`src/rtl/data_memory_unit.sv`:
```
// Multi-cycle LD/SD data memory with a fixed access latency and a valid/ready handshake.
// Illegal requests are answered one cycle after accept with err set and no memory access.
//
// state  | meaning
// IDLE   | ready; a request is accepted on the next edge when req_valid_i is high
// ACCESS | legal access in flight; down-counter reaches zero on the last cycle
// RESP   | one-cycle response: rsp_valid_o high, err_o/read_data_o valid
module data_memory_unit #(
  parameter int DEPTH   = 32,
  parameter int LATENCY = 2
) (
  input  logic        clk_i,
  input  logic        reset_ni,
  input  logic        req_valid_i,
  output logic        req_ready_o,
  input  logic        mem_read_i,
  input  logic        mem_write_i,
  input  logic [63:0] address_i,
  input  logic [63:0] write_data_i,
  output logic [63:0] read_data_o,
  output logic        rsp_valid_o,
  output logic        err_o,
  output logic        stall_o
);

  localparam int IDX_W = $clog2(DEPTH);
  localparam int CNT_W = (LATENCY > 1) ? $clog2(LATENCY) : 1;
  localparam logic [CNT_W-1:0] CNT_LOAD = CNT_W'(LATENCY - 1);

  typedef enum logic [1:0] {
    S_IDLE,
    S_ACCESS,
    S_RESP
  } state_t;

  state_t             state_q;
  logic [CNT_W-1:0]   cnt_q;
  logic [IDX_W-1:0]   idx_q;
  logic [63:0]        wdata_q;
  logic               wr_q;
  logic [63:0]        read_data_q;
  logic               rsp_valid_q;
  logic               err_q;
  logic [63:0]        mem_q [DEPTH];

  logic req_illegal;
  logic mem_we;

  // Anything outside the doubleword-aligned window of the array is rejected.
  assign req_illegal = (mem_read_i == mem_write_i)
                     || (address_i[2:0] != 3'b000)
                     || (address_i[63:3+IDX_W] != '0);

  assign mem_we = (state_q == S_ACCESS) && (cnt_q == '0) && wr_q;

  always_ff @(posedge clk_i or negedge reset_ni) begin
    if (!reset_ni) begin
      state_q     <= S_IDLE;
      cnt_q       <= '0;
      idx_q       <= '0;
      wdata_q     <= '0;
      wr_q        <= 1'b0;
      read_data_q <= '0;
      rsp_valid_q <= 1'b0;
      err_q       <= 1'b0;
    end else begin
      case (state_q)
        S_IDLE: begin
          rsp_valid_q <= 1'b0;
          err_q       <= 1'b0;
          if (req_valid_i) begin
            idx_q   <= address_i[3+IDX_W-1:3];
            wdata_q <= write_data_i;
            wr_q    <= mem_write_i;
            if (req_illegal) begin
              state_q     <= S_RESP;
              rsp_valid_q <= 1'b1;
              err_q       <= 1'b1;
              read_data_q <= '0;
            end else begin
              state_q <= S_ACCESS;
              cnt_q   <= CNT_LOAD;
            end
          end
        end
        S_ACCESS: begin
          if (cnt_q == '0) begin
            state_q     <= S_RESP;
            rsp_valid_q <= 1'b1;
            err_q       <= 1'b0;
            if (!wr_q) read_data_q <= mem_q[idx_q];
          end else begin
            cnt_q <= cnt_q - CNT_W'(1);
          end
        end
        S_RESP: begin
          state_q     <= S_IDLE;
          rsp_valid_q <= 1'b0;
          err_q       <= 1'b0;
        end
        default: state_q <= S_IDLE;
      endcase
    end
  end

  // Array has no reset; an async reset drops state_q so a pending store never commits.
  always_ff @(posedge clk_i) begin
    if (mem_we) mem_q[idx_q] <= wdata_q;
  end

  assign req_ready_o = (state_q == S_IDLE);
  assign stall_o     = ((state_q == S_IDLE) && req_valid_i) || (state_q == S_ACCESS);
  assign read_data_o = read_data_q;
  assign rsp_valid_o = rsp_valid_q;
  assign err_o       = err_q;

endmodule

```
`config.mk`:
```
export PLATFORM = sky130hd
export DESIGN_NAME = data_memory_unit
export DESIGN_NICKNAME = d
export VERILOG_FILES = /design/src/rtl/data_memory_unit.sv
export SDC_FILE = /design/constraint.sdc
export NUM_CORES = 2
export LEC_CHECK = 0
export BUFFER_PORTS_ARGS = -buffer_cell sky130_fd_sc_hd__buf_2
export CAP_MARGIN = 20
export CORE_MARGIN = 2
export CORE_UTILIZATION = 52
export CTS_CLUSTER_DIAMETER = 120
export DETAILED_ROUTE_END_ITERATION = 10
export PLACE_DENSITY = 0.68
export SLEW_MARGIN = 20
export SYNTH_ARGS = -nofsm -noshare
export SYNTH_HDL_FRONTEND = slang
export SYNTH_SLANG_ARGS = --single-unit
```
`constraint.sdc`:
```
create_clock -name clk_i -period 7.4 [get_ports clk_i]
set_input_delay 0.37 -clock clk_i [delete_from_list [all_inputs] [get_ports clk_i]]
set_output_delay 0.37 -clock clk_i [all_outputs]
set_load 0.02 [all_outputs]
```
# Word-level counts from Yosys, hierarchy flattened

Memory sizes are Yosys's and may differ from the RTL's.
Index checks and enable logic that the tools add are counted.

Memories kept: 1
Bits in writable memories: 2048
Bits in registers: 139
Output and inout port bits: 68
Input bits: 133
Word-level logic and storage cells: 56

Memories:

| memory | words | width | read ports | clocked after memory_dff | wr ports | RTL line | text |
|---|---|---|---|---|---|---|---|
| mem_q  | 32    | 64    | 1          | 0                        | 1        | 44       | `logic [63:0] mem_q [DEPTH];` |

Equal/unequal tests: 8
Reductions and logical operators: 16
Bitwise logic cells: 1
Muxes and demuxes: 21
Add/subtract/negate cells: 1

Operators by type and width:

| cell                  | number |
|---|---|
| $mux W64              | 4 |
| $pmux W64 S2          | 1 |
| $reduce_bool A56 Y1   | 1 |
| $mux W1               | 9 |
| $ne A2 B2 Y1 const B  | 4 |
| $mux W2               | 3 |
| $pmux W1 S3           | 2 |
| $reduce_and A2 Y1     | 3 |
| $reduce_bool A3 Y1    | 2 |
| $reduce_and A5 Y1     | 1 |
| $pmux W2 S2           | 1 |
| $logic_and A1 B1 Y1   | 3 |
| $logic_or A1 B1 Y1    | 3 |
| $reduce_and A3 Y1     | 1 |
| $eq A2 B1 Y1 const B  | 1 |
| $eq A2 B2 Y1 const B  | 1 |
| $logic_not A2 Y1      | 1 |
| $ne A2 B1 Y1 const B  | 1 |
| $pmux W1 S2           | 1 |
| $reduce_bool A2 Y1    | 1 |
| $eq A1 B1 Y1          | 1 |
| $not A1 Y1            | 1 |
| $sub A1 B1 Y1 const B | 1 |

# Longest topological paths before layout

Depth after elaboration: 6
Mapped depth: 9
Mapped depth without buffers: 6

# Least setup slack after synthesis

Ideal clock, no wire load.

Path type: register to register
Start point: register state_q[1]
End point: memory mem_q[25][0], enable pin
Stages on the path, launching flop included: 8
Required time: 6.835 ns
Library setup time: 0.565 ns
Arrival: 5.958 ns
Buffers on the path: 2
Path slack: 0.877 ns
Clock period less this slack: 6.523 ns
Path through: dfrtp_1 -> inv_1 -> ha_1 -> clkbuf_1 -> nand3b_1 -> or3b_2 -> clkbuf_1 -> nor3_1

Word-level cells in the longest chain between the ends: 5

Ends and longest elaborated chain:

| what                             | RTL line | text |
|---|---|---|
| start, declared                  | 36       | `state_t state_q;` |
| start signal, assigned           | 58       | `state_q <= S_IDLE;` |
| start signal, assigned           | 76       | `state_q <= S_RESP;` |
| start signal, assigned           | 81       | `state_q <= S_ACCESS;` |
| $eq A2 B1 Y1                     | 54       | `assign mem_we = (state_q == S_ACCESS) && (cnt_q == '0) && wr_q;` |
| $logic_and A1 B1 Y1 (2 in a row) | 54       |  |
| $mux W1                          | 108      | `if (mem_we) mem_q[idx_q] <= wdata_q;` |
| $mux W1 (implied by the code)    | 108      |  |
| end, declared                    | 44       |  |

Every way passes these cells.

# Worst setup path in the final report

Start point: register idx_q[3]
End point: register read_data_q[15] (netlist: read_data_o[15])

Word-level cells in the longest chain between the ends: 4

Ends and longest elaborated chain:

| what                   | RTL line | text |
|---|---|---|
| start, declared        | 38       | `logic [IDX_W-1:0] idx_q;` |
| start signal, assigned | 72       | `idx_q <= address_i[3+IDX_W-1:3];` |
| $mem_v2 Z32 W64        | --       |  |
| $mux W64               | 91       | `if (!wr_q) read_data_q <= mem_q[idx_q];` |
| $mux W64               | 87       | `if (cnt_q == '0) begin` |
| $pmux W64 S2           | 67       | `case (state_q)` |
| end signal, assigned   | 91       |  |
| end, declared          | 41       | `logic [63:0] read_data_q;` |

Every way passes these cells. The select of a mux whose other input is x is not followed.
A chain may end at the register's enable or synchronous reset.

==> results_dict.tcl <==
set metrics [dict create \
    io_buffer_count 200 \
    cts_sinks 2187 \
    numCtsBuffers 210 \
    synth_nets 4554 \
    cts_root_buf "clkbuf_16" \
    grt_max_degree 150 \
    yosysTopAreaCell "edfxtp_1" \
    yosysTopAreaCellShare_pct 73.63 \
    crit_required_ps 8120 \
    p_leak_nw 33.41 \
    hpwl_um 111000 \
    r2r_start "idx_q[3]" \
    crit_path_cell_trace "or4b_4 > buf_4 > o22ai_1 > nor4_1 > a21boi_1 > mux2_4" \
    syn_inst 4418 \
    antenna_found_initial 4 \
    max_stage_delay_ps 1040 \
    htreeDepth 4 \
    finalCritPeriodShare_pct 58.88 \
    initial_core_util_pct 52.20 \
    place.gp.congestion 0.7891 \
    grt_pass1_wl_um 319500 \
    fin_crit_ps 4357 \
    ys_ff_latch 2187 \
    drt_wl_total_um 226600 \
    drc_errors 0 \
    tightest_slew_ps 1340 \
    maxSlewHeadroom_pct 10.65 \
    overflow 0 \
    drtPass1Iterations 5 \
    syn_area_mm2 0.08352 \
    status "complete, no violations" \
    fin_area_mm2 0.09494 \
    grt_util_all_layers_pct 27.51 \
    ys_async_sr_fraction_pct 6.356 \
    vdd_drop_max_uv 360.3 \
    crit_start "idx_q[3]" \
    viasPerCell 6.409 \
    setup_violations 0 \
    synth.avg_cell_area_um2 18.91 \
    core-area_mm2 0.1600 \
    wl_per_cell_um 32.29 \
    cts_max_path_buffers 3 \
    yosysWarningCount 0 \
    final_max_slew_viol_count 0 \
    arrival_ps 5080 \
    clk_latency_ps 850 \
    drive_gt1_share_pct 16.57 \
    grt_pass1_vias 43670 \
    vias 44990 \
    tns_ps 0 \
    critPathKind "reg2reg" \
    synth.most_common_cell "edfxtp_1" \
    die_area_mm2 0.1638 \
    drtIter0Drc 6415 \
    clk_pin_slew_ps 70 \
    critPathLaunchType "register" \
    cap_violations 0 \
    syn2layout_area_growth_pct 13.67 \
    min_path_type "in2async" \
    critPathMaxFanout 34 \
    cts_setup_buffers 0 \
    hold_viol 0 \
    synthTopCellsByArea "edfxtp_1, mux2i_1, dfrtp_1" \
    antenna_left 0 \
    netlist_top_cells_count "edfxtp_1, mux2i_1, o22ai_1" \
    cts_resized 0 \
    rsz0062_at_grt "no" \
    num_io_pins 201 \
    seq_area_frac_synth_pct 77.79 \
    die_y_um 404.8 \
    cts_tree "yes" \
    placementRows 147 \
    skew_ps 30.34 \
    ys_types 43 \
    critPathCaptureType "register" \
    synth_ff_type "edfxtp_1" \
    synth-edff-count 2048 \
    cpMaxStageDelayCell "dfrtp_1" \
    place_area_mm2 0.08721 \
    postCtsHoldBufs 72 \
    max_freq_ghz 0.2295 \
    die_w_um 404.8 \
    p_per_area_mw_per_mm2 367.8 \
    nets 4882 \
]
[per-layer routing]
layer  part of all wire (%)  global-route usage [%]
met5                      0                       0
met4                    3.2                   8.667
met3                    9.4                   4.184
met2                     48                   44.24
met1                     40                   39.00
[sequential cells by signal (all words and copies together), names as in the netlist]
signal,count
rsp_valid_o,1
wr_q,1
err_o,1
idx_q,5
wdata_q,64
read_data_o,64
state_q,2
mem_q,2048
cnt_q,1
[critical path, delay by kind of cell, from the launching register on]
family	cells	cell delay (ps)
multiplexers	1	310
AND/OR/NAND/NOR	2	1660
flip-flops	1	1040
buffers and inverters	1	700
AO/OA/AOI/OAI	2	340
[kinds of logic (layout without fill, tap and decap cells)]
kind of cell	after synthesis	count (layout)	share of synthesized area (%)
other	0	2	0
flip-flops	2187	2187	77.79
buffers and inverters	260	773	1.618
AO/OA/AOI/OAI	588	588	4.524
AND/OR/NAND/NOR	220	220	1.646
adder cells (fa/ha/maj)	3	3	0.04495
XOR/XNOR	1	1	0.01049
multiplexers	1159	1159	14.36
[stage by stage]
stage	power [mW]	utilization (%)	std cells	setup WS [ps]	hold slack, ps
2_1_floorplan	21.62	-	4418	876.9	74.41
3_3_place_gp	24.06	54.46	6543	3130	440.6
3_5_place_dp	24.20	54.50	6546	3053	442.4
4_1_cts	34.85	59.29	7015	3002	74.98
5_1_grt	35.91	59.33	7017	2848	127.8
6_report	34.92	59.33	7019	3043	113.0
[layout make-up]
class | instances | area [µm²]
Inverter | 2 | 7.507
Clock inverter | 139 | 1274
Timing Repair Buffer | 374 | 2819
Antenna cell | 2 | 5.005
Multi-Input combinational cell | 1971 | 17570
Fill cell | 11620 | 65070
Tap cell | 2086 | 2610
Sequential cell | 2187 | 64990
Clock buffer | 258 | 5663
[power by group]
part	total, mW	leakage, nW	internal [mW]	switching [mW]
sequential	17.3	20.2	15.5	1.83
clock	10.8	3.40	6.17	4.62
combinational	6.80	9.84	2.81	3.99
total	34.9	33.4	24.5	10.4
[path summary, 6_finish.rpt]
check	to	slack, ps	cells after the start
max	read_data_o[15]	3040	6
min	read_data_o[43]	110	2
max reg2reg	read_data_o[15]	3040	6
min reg2reg	rsp_valid_o	500	1
max in group asynchronous	wdata_q[12]	5970	3
min in group clk_i	state_q[0]	120	5
[cell usage in the layout, fill, tap and decap left out, types with 3 or more instances in the layout]
master	netlist	final
nand3b_1	3	3
nand2b_1	3	3
buf_12	0	21
dlygate4sd3_1	0	72
mux2_2	75	75
inv_16	0	3
nand4_1	5	5
inv_6	0	5
or3b_2	3	3
a21boi_1	64	64
nand4bb_4	0	6
nor3_2	0	4
or4b_4	0	4
buf_2	174	199
clkinvlp_4	0	11
buf_16	0	3
mux2_4	60	60
nand4b_1	4	4
clkbuf_16	0	216
nor2_4	0	28
nand2_1	7	6
buf_4	18	78
o22ai_1	512	512
nor2_1	31	3
bufinv_16	0	21
clkbuf_8	0	11
dfrtp_1	139	129
edfxtp_1	2048	2048
clkinv_1	0	48
mux2i_1	1024	1024
nor4_1	140	140
dfrtp_2	0	9
clkbuf_1	50	32
clkinv_2	0	48
(Power assumes the default switching activity.)
